**config.mk**
```make
export PLATFORM = sky130hd
export DESIGN_NAME = uart_tx_scheduler
export DESIGN_NICKNAME = d
export VERILOG_FILES = /design/src/rtl/uart_tx_scheduler.sv
export SDC_FILE = /design/constraint.sdc
export NUM_CORES = 1
export LEC_CHECK = 0
export CAP_MARGIN = 5
export CORE_ASPECT_RATIO = 2
export CORE_MARGIN = 2
export CORE_UTILIZATION = 35
export CTS_CLUSTER_DIAMETER = 50
export DETAILED_ROUTE_END_ITERATION = 8
export GPL_TIMING_DRIVEN = 0
export PLACE_DENSITY = 0.64
export SLEW_MARGIN = 40
export SYNTH_ARGS = -nofsm -noshare
export SYNTH_HDL_FRONTEND = slang
export SYNTH_SLANG_ARGS = --single-unit
```
**constraint.sdc**
```tcl
create_clock -name clk -period 1.8 [get_ports clk]
set_input_delay 0.36 -clock clk [delete_from_list [all_inputs] [get_ports clk]]
set_output_delay 0.36 -clock clk [all_outputs]
set_load 0.01 [all_outputs]
```
**src/rtl/uart_tx_scheduler.sv**
```systemverilog
// Round-robin arbiter feeding one shared 8N1 UART transmitter.
// Each frame takes one requester's byte. The frame is timed by an external baud
// generator that this block enables with bps_start.
// Ports:
//   clk, rst     - system clock; synchronous active-high reset
//   req          - per-requester byte-pending level, held until acked
//   tx_data      - requester i byte on tx_data[8i+7:8i], sampled on the grant edge
//   clk_bps      - one-cycle baud tick from the shared generator
//   bps_start    - baud generator enable, high for the whole frame
//   ack          - one-hot one-cycle pulse when a byte is latched
//   grant_id     - index of the current/last granted requester
//   busy         - high from grant until frame end
//   frame_done   - one-cycle pulse at frame end
//   uart_tx      - serial line
module uart_tx_scheduler #(
    parameter int unsigned NUM_REQ    = 4,
    parameter logic        IDLE_LEVEL = 1'b1
) (
    input  logic                       clk,
    input  logic                       rst,
    input  logic [NUM_REQ-1:0]         req,
    input  logic [8*NUM_REQ-1:0]       tx_data,
    input  logic                       clk_bps,
    output logic                       bps_start,
    output logic [NUM_REQ-1:0]         ack,
    output logic [$clog2(NUM_REQ)-1:0] grant_id,
    output logic                       busy,
    output logic                       frame_done,
    output logic                       uart_tx
);

    localparam int unsigned ID_W  = $clog2(NUM_REQ);
    localparam int unsigned CNT_W = 4;

    typedef enum logic [1:0] {IDLE, SYNC, SEND} state_t;

    state_t             state, state_n;
    logic [ID_W-1:0]    rr_ptr, rr_ptr_n;
    logic [CNT_W-1:0]   bit_cnt, bit_cnt_n;
    logic [7:0]         shift, shift_n;
    logic               uart_tx_n, bps_start_n, busy_n, frame_done_n;
    logic [NUM_REQ-1:0] ack_n;
    logic [ID_W-1:0]    grant_id_n;

    logic               found;
    logic [ID_W-1:0]    sel;

    // First pending requester at or after rr_ptr, wrapping modulo NUM_REQ
    always_comb begin
        found = 1'b0;
        sel   = rr_ptr;
        for (int i = 0; i < NUM_REQ; i++) begin
            logic [ID_W-1:0] idx;
            idx = rr_ptr + ID_W'(i);
            if (!found && req[idx]) begin
                found = 1'b1;
                sel   = idx;
            end
        end
    end

    // Next-state and output logic
    always_comb begin
        state_n      = state;
        uart_tx_n    = uart_tx;
        bps_start_n  = bps_start;
        ack_n        = '0;
        grant_id_n   = grant_id;
        busy_n       = busy;
        frame_done_n = 1'b0;
        rr_ptr_n     = rr_ptr;
        bit_cnt_n    = bit_cnt;
        shift_n      = shift;

        case (state)
            IDLE: begin
                uart_tx_n   = IDLE_LEVEL;
                bps_start_n = 1'b0;
                if (found) begin
                    shift_n     = tx_data[{sel, 3'b000} +: 8];
                    grant_id_n  = sel;
                    ack_n[sel]  = 1'b1;
                    busy_n      = 1'b1;
                    bps_start_n = 1'b1;
                    state_n     = SYNC;
                end
            end
            // First tick only realigns to the generator's phase; start bit begins here
            SYNC: begin
                if (clk_bps) begin
                    uart_tx_n = 1'b0;
                    bit_cnt_n = CNT_W'(1);
                    state_n   = SEND;
                end
            end
            SEND: begin
                if (clk_bps) begin
                    if (bit_cnt <= CNT_W'(8)) begin
                        uart_tx_n = shift[0];
                        shift_n   = {1'b0, shift[7:1]};
                        bit_cnt_n = bit_cnt + CNT_W'(1);
                    end else if (bit_cnt == CNT_W'(9)) begin
                        uart_tx_n = 1'b1;
                        bit_cnt_n = CNT_W'(10);
                    end else begin
                        // Stop bit has lasted a full tick period
                        bps_start_n  = 1'b0;
                        busy_n       = 1'b0;
                        frame_done_n = 1'b1;
                        rr_ptr_n     = grant_id + ID_W'(1);
                        state_n      = IDLE;
                    end
                end
            end
            default: state_n = IDLE;
        endcase
    end

    // State and output registers
    always_ff @(posedge clk) begin
        if (rst) begin
            state      <= IDLE;
            uart_tx    <= IDLE_LEVEL;
            bps_start  <= 1'b0;
            ack        <= '0;
            grant_id   <= '0;
            busy       <= 1'b0;
            frame_done <= 1'b0;
            rr_ptr     <= '0;
            bit_cnt    <= '0;
            shift      <= '0;
        end else begin
            state      <= state_n;
            uart_tx    <= uart_tx_n;
            bps_start  <= bps_start_n;
            ack        <= ack_n;
            grant_id   <= grant_id_n;
            busy       <= busy_n;
            frame_done <= frame_done_n;
            rr_ptr     <= rr_ptr_n;
            bit_cnt    <= bit_cnt_n;
            shift      <= shift_n;
        end
    end

endmodule

```
==> impl_metrics.py, run 1 <==
metrics = {
    "grt": {
        "gr-total-overflow": 0,
        "antenna_found_initial": 0,
        "grt_usage": 0.188,
        "grt_pass1_vias": 1693,
        "grt_pass1_wl_microns": 7680,
        "grt_max_degree": 16,
    },
    "placement": {
        "dp_hpwl_microns": 3600,
        "port_buffers": 44,
        "dp_cells": 307,
        "routabilityCongestion": 0.845,
    },
    "timing": {
        "slew_viol_final": 0,
        "tns_ps": -191,
        "setup_viol": 5,
        "finalWorstSetupSlack_ps": -58.8,
        "period_share": 1.03,
        "fmax_mhz": 538,
        "skew_ps": 3.67,
        "relSlewSlack": 0.650,
        "worstMarginPinSlew_ps": 522,
        "hold_viol": 0,
        "rsz0062_at_grt": "yes",
        "min_period_ps": 1860,
    },
    "clock_tree": {
        "path_clk_slew_ps": 90,
        "ctsHoldBuffers": 0,
        "cts_tree": "done",
        "cts_buffer_depth": 2,
        "insertion_delay_ps": 270,
        "numCtsBuffers": 3,
        "clkSinkCount": 26,
        "h-tree-depth": 1,
        "cts_root_buf": "clkbuf_8",
    },
    "setup_path": {
        "crit_path_end_kind": "flop",
        "crit_type": "flop to flop",
        "required_ps": 2020,
        "critPathArrivalTime_ps": 2080,
        "crit_path_start_kind": "flop",
        "cp_max_fo": 5,
    },
    "synth": {
        "synth-compound-area-share": 0.293,
        "synthDistinctLibCells": 47,
        "yosysTopAreaCell": "dfxtp_1",
        "yosysSeqAreaShare": 0.306,
        "yosysWarnings": 0,
        "async_flop_share": 0,
        "yosys-mux-area-fraction": 0.0706,
        "synth_top_family_by_area": "compound AO/OA/AOI/OAI gates",
        "synthFlopType": "dfxtp_1",
        "synth_fp_nets": 250,
        "syn_area_sq_mm": 0.00170,
        "synthAdderAreaFrac": 0.0221,
        "synth_xor_area_frac": 0.00515,
        "syn_inst": 208,
        "synth_top_area_frac": 0.306,
        "yosys-top-cells-area": "dfxtp_1 31%, a21oi_1 7.1%, mux2i_1 7.1%",
        "yosys.area_share.simple": 0.226,
        "ys_seq_elements": 26,
        "yosys-top-cells-count": "27 x nor2_1, 26 x dfxtp_1, 24 x a21oi_1",
        "syn_avg_cell_area_sq_um": 8.18,
        "synth_edf_count": 0,
        "synth.most_common_cell": "nor2_1",
    },
    "drt": {
        "initialDrtViolationCount": 40,
        "vias": 1723,
        "routed_wl_microns": 4620,
        "first_pass_iters": 4,
        "ant_nets": 0,
        "drt-wirelength-per-cell_microns": 14.4,
        "drc_errors": 0,
        "via_per_inst": 5.38,
    },
    "floorplan": {
        "io_pins": 49,
        "core_sq_mm": 0.00464,
        "initial_core_util": 0.367,
        "die_y_microns": 103,
        "die_area_sq_mm": 0.00547,
        "rows": 35,
        "die_w_microns": 53.3,
    },
    "run_status": {
        "violations": "negative setup slack",
        "outcome": "finished with violations",
    },
    "min_path": {
        "hp-class": "primary input to flop",
    },
    "pwr": {
        "power_uw": 1560,
        "power_density_mw_per_mm2": 629,
        "p_leak_uw": 0.00102,
        "vdd_drop_max_mv": 0.361,
    },
    "final_layout": {
        "antenna_cells": 0,
        "drive_gt1_frac": 0.215,
        "multi_input_area_sq_mm": 0.00115,
        "seqCellArea_sq_um": 526,
        "fin_cells": 320,
        "fillers": 480,
        "fin_nets": 308,
        "area_growth_pct": 46.1,
    },
    "job": {
        "maxCapViolations": 0,
    },
}
-- metrics by stage --
stage / hold slack (ps) / setup slack [ps] / util / area [sq um]
2_1_floorplan: 436 / -67.3 / - / 1710
3_3_place_gp: 444 / -716 / 0.477 / 2210
3_5_place_dp: 456 / -731 / 0.477 / 2210
4_1_cts: 277 / -40.1 / 0.519 / 2410
5_1_grt: 272 / -165 / 0.536 / 2490
6_report: 275 / -58.8 / 0.536 / 2490
-- metal layers --
| layer | up-vias | wire, microns | global-route usage |
|---|---|---|---|
| li1 | 869 | - | - |
| met1 | 789 | 1710 | 0.197 |
| met2 | 54 | 2560 | 0.347 |
| met3 | 11 | 153 | 0.0232 |
| met4 | 0 | 194 | 0.103 |
| met5 | - | 0 | 0 |
-- worst max-delay path, cell delays in order (launching register included) --
cell	delay, ps
dfxtp_2	350
buf_6	110
and2b_2	230
or4b_1	470
o211ai_1	230
a221oi_1	130
o21ai_1	140
a22o_1	150
-- kinds of logic after synthesis --
| logic type | after synthesis |
|---|---|
| AOI/OAI and AO/OA | 74 |
| and+or+nand+nor | 72 |
| DFF | 26 |
| buffers and inverters | 20 |
| muxes | 12 |
| adders and majority gates | 3 |
| xor gates and xnor gates | 1 |
-- power by group --
part	internal, uW	switching [uW]
clock	298	188
sequential	617	29.6
combinational	237	195
-- area by class of cell --
cell class / count / area share
buffer: 14 / 0.0463
sequential: 26 / 0.211
multi-input combinational: 162 / 0.462
clock inverter: 1 / 0.0121
inverter: 4 / 0.00604
clock buffer: 3 / 0.0166
timing repair buffer: 55 / 0.218
tap: 55 / 0.0277
-- what timing repair did --
item	4_1_cts	5_1_grt
endpoints found under the setup margin	18	14
resized for setup	23	21
pin swaps	12	6
setup buffers	7	4
gates cloned	1	0
-- cell usage in the layout, fill, tap and decap left out, drive strengths merged, types with 4 or more instances in the layout --
master,count
buf,18
mux2i,12
nor2,28
clkbuf,10
a21oi,24
clkdlybuf4s50,43
o211ai,4
dfxtp,26
inv,4
nand2,8
nor3,8
nand3,4
o21ai,15
a22o,6
nor2b,7
-- worst paths after layout --
path | startpoint | end | slack [ps] | cells after the start
setup / recovery | rr_ptr[0]$_SDFFE_PP0P_ | shift[4]$_SDFFE_PP0P_ | -60 | 7
hold reg to reg | bit_cnt[1]$_SDFFE_PP0P_ | bit_cnt[1]$_SDFFE_PP0P_ | 480 | 2
hold / removal | rst | bit_cnt[1]$_SDFFE_PP0P_ | 270 | 2
setup reg to reg | rr_ptr[0]$_SDFFE_PP0P_ | shift[4]$_SDFFE_PP0P_ | -60 | 7
-- registers in the layout, indices dropped and copies added, names as in the netlist --
signal      flops
state           2
bps_start       1
bit_cnt         4
busy            1
ack             4
rr_ptr          2
grant_id        2
uart_tx         1
shift           8
frame_done      1
(Power assumes the default switching activity.)
==> inputs of run 2 (changes only) <==
--- a/config.mk
+++ b/config.mk
@@ -8,11 +8,11 @@
 export CAP_MARGIN = 5
 export CORE_ASPECT_RATIO = 2
 export CORE_MARGIN = 2
-export CORE_UTILIZATION = 35
+export CORE_UTILIZATION = 43
 export CTS_CLUSTER_DIAMETER = 50
 export DETAILED_ROUTE_END_ITERATION = 8
 export GPL_TIMING_DRIVEN = 0
-export PLACE_DENSITY = 0.64
+export PLACE_DENSITY = 0.76
 export SLEW_MARGIN = 40
 export SYNTH_ARGS = -nofsm -noshare
 export SYNTH_HDL_FRONTEND = slang
==> run 2 against run 1 <==
The run still ends with negative setup slack left; power down 7.2%; final area fell by 2.4%; sequential share of layout area increased by 0.42 points; clock power fell by 23%; count of clock-buffer cells in the layout rose by 1; largest cell class unchanged; routed wire length up 0.65%; sequential cell count is the same; critical path depth unchanged; cell count is 1.9% lower.
==> impl_metrics.py, run 2 (synthesis results as in run 1) <==
metrics = {
    "final_layout": {
        "final_cell_mix": "43 x clkdlybuf4s50_1, 26 x nor2_1, 24 x dfxtp_1, 22 x a21oi_1, 11 x mux2i_1",
        "top_regs": "shift: 8 flops, ack: 4 flops, bit_cnt: 4 flops",
        "final_common_cell": "clkdlybuf4s50_1",
        "fin_cells": 314,
        "top_register": "shift",
        "seqCellArea_sq_um": 523,
        "drive_gt1_frac": 0.190,
        "fin_nets": 306,
        "largest_reg_flops": 8,
        "antenna_cells": 0,
        "area_growth_pct": 42.6,
        "fillers": 359,
        "multi_input_area_sq_mm": 0.00113,
    },
    "drt": {
        "via_per_inst": 5.67,
        "drc_errors": 0,
        "initialDrtViolationCount": 25,
        "routed_wl_microns": 4650,
        "vias": 1779,
        "first_pass_iters": 4,
        "drt-wirelength-per-cell_microns": 14.8,
        "ant_nets": 0,
    },
    "timing": {
        "finalWorstSetupSlack_ps": -16.9,
        "relSlewSlack": 0.467,
        "setup_viol": 2,
        "min_period_ps": 1820,
        "rsz0062_at_grt": "yes",
        "skew_ps": 8.72,
        "fin_hold_ws_ps": 281,
        "hold_viol": 0,
        "period_share": 1.01,
        "slew_viol_final": 0,
        "worstMarginPinSlew_ps": 793,
        "fmax_mhz": 550,
    },
    "setup_path": {
        "crit_path_start_kind": "flop",
        "crit_path_end_kind": "flop",
        "r2r_slack_ps": -20,
        "required_ps": 2020,
        "cp_cell_sequence": "buf_6, and2b_2, or4b_1, o211ai_1, a221oi_1, o21ai_1, a22o_1",
        "critPathArrivalTime_ps": 2040,
        "crit_type": "flop to flop",
        "slowest_stage": "or4b_1",
        "cp_max_fo": 7,
        "worstRegToRegCells": 7,
        "cpPeakStageDelay_ps": 470,
    },
    "clock_tree": {
        "cts_root_buf": "clkbuf_8",
        "ctsHoldBuffers": 0,
        "cts_buffer_depth": 2,
        "h-tree-depth": 1,
        "insertion_delay_ps": 270,
        "path_clk_slew_ps": 90,
        "cts_tree": "done",
        "clkSinkCount": 26,
        "numCtsBuffers": 3,
    },
    "grt": {
        "gr-total-overflow": 0,
        "grt_usage": 0.218,
        "grt_pass1_vias": 1815,
        "grt_pass1_wl_microns": 7800,
        "grt_max_degree": 15,
        "antenna_found_initial": 0,
    },
    "job": {
        "maxCapViolations": 0,
    },
    "placement": {
        "dp_cells": 303,
        "routabilityCongestion": 0.816,
        "port_buffers": 44,
        "dp_hpwl_microns": 3590,
    },
    "floorplan": {
        "initial_core_util": 0.443,
        "core_sq_mm": 0.00384,
        "die_w_microns": 48.5,
        "io_pins": 49,
        "die_area_sq_mm": 0.00451,
        "rows": 32,
        "die_y_microns": 93.0,
    },
    "min_path": {
        "hp-class": "primary input to flop",
        "whs_path_depth": 2,
    },
    "pwr": {
        "p_leak_uw": 0.000987,
        "power_density_mw_per_mm2": 599,
        "vdd_drop_max_mv": 0.382,
    },
    "run_status": {
        "violations": "negative setup slack",
        "outcome": "finished with violations",
    },
}
run 2: cell type report:
class / count / share of cell area
repair buffers: 53 / 0.219
clock buffers: 4 / 0.0227
flip-flops and latches: 26 / 0.216
well taps: 51 / 0.0263
inverters: 4 / 0.00619
multi-input cells: 162 / 0.465
plain buffers: 14 / 0.0454
run 2: power by group:
part	switching, uW	internal, uW	leakage (uW)
Sequential	29.3	617	0.000214
Combinational	195	237	0.000744
Clock	179	195	0.0000288
run 2: critical path, delay by kind of cell, from the launching register on:
family,cells,cell delay [ps]
AOI/OAI and AO/OA,4,630
buffers and inverters,1,120
DFF,1,340
and+or+nand+nor,2,700
run 2: final timing paths:
path                                              from                      end
worst max-delay path            rr_ptr[0]$_SDFFE_PP0P_    shift[6]$_SDFFE_PP0P_
worst min-delay path                               rst  bit_cnt[0]$_SDFFE_PP0P_
worst max register to register  rr_ptr[0]$_SDFFE_PP0P_    shift[6]$_SDFFE_PP0P_
worst min register to register   shift[7]$_SDFFE_PP0P_    shift[7]$_SDFFE_PP0P_
run 2: timing repair:
item,CTS,global route
pin swaps,10,11
setup endpoints to repair,15,13
setup buffers,5,3
gates cloned,1,0
resized for setup,22,12
run 2: per-layer routing:
layer | vias to the layer above | global-route usage | share of wire
met1 | 842 | 0.211 | 0.35
li1 | 872 | - | -
met3 | 15 | 0.0194 | 0.033
met4 | 0 | 0.136 | 0.036
met2 | 50 | 0.428 | 0.58
met5 | - | 0 | 0
run 2: metrics by stage:
stage	setup slack [ps]	setup TNS (ps)	util	power (uW)	cell area, sq um
after floorplan	-67.3	-156	-	888	1710
after global placement	-627	-6900	0.575	1040	2210
after detailed placement	-642	-7470	0.575	1050	2210
after CTS	-21.2	-24.4	0.618	1450	2370
after global routing	-109	-417	0.631	1530	2430
final	-16.9	-18.9	0.631	1450	2430
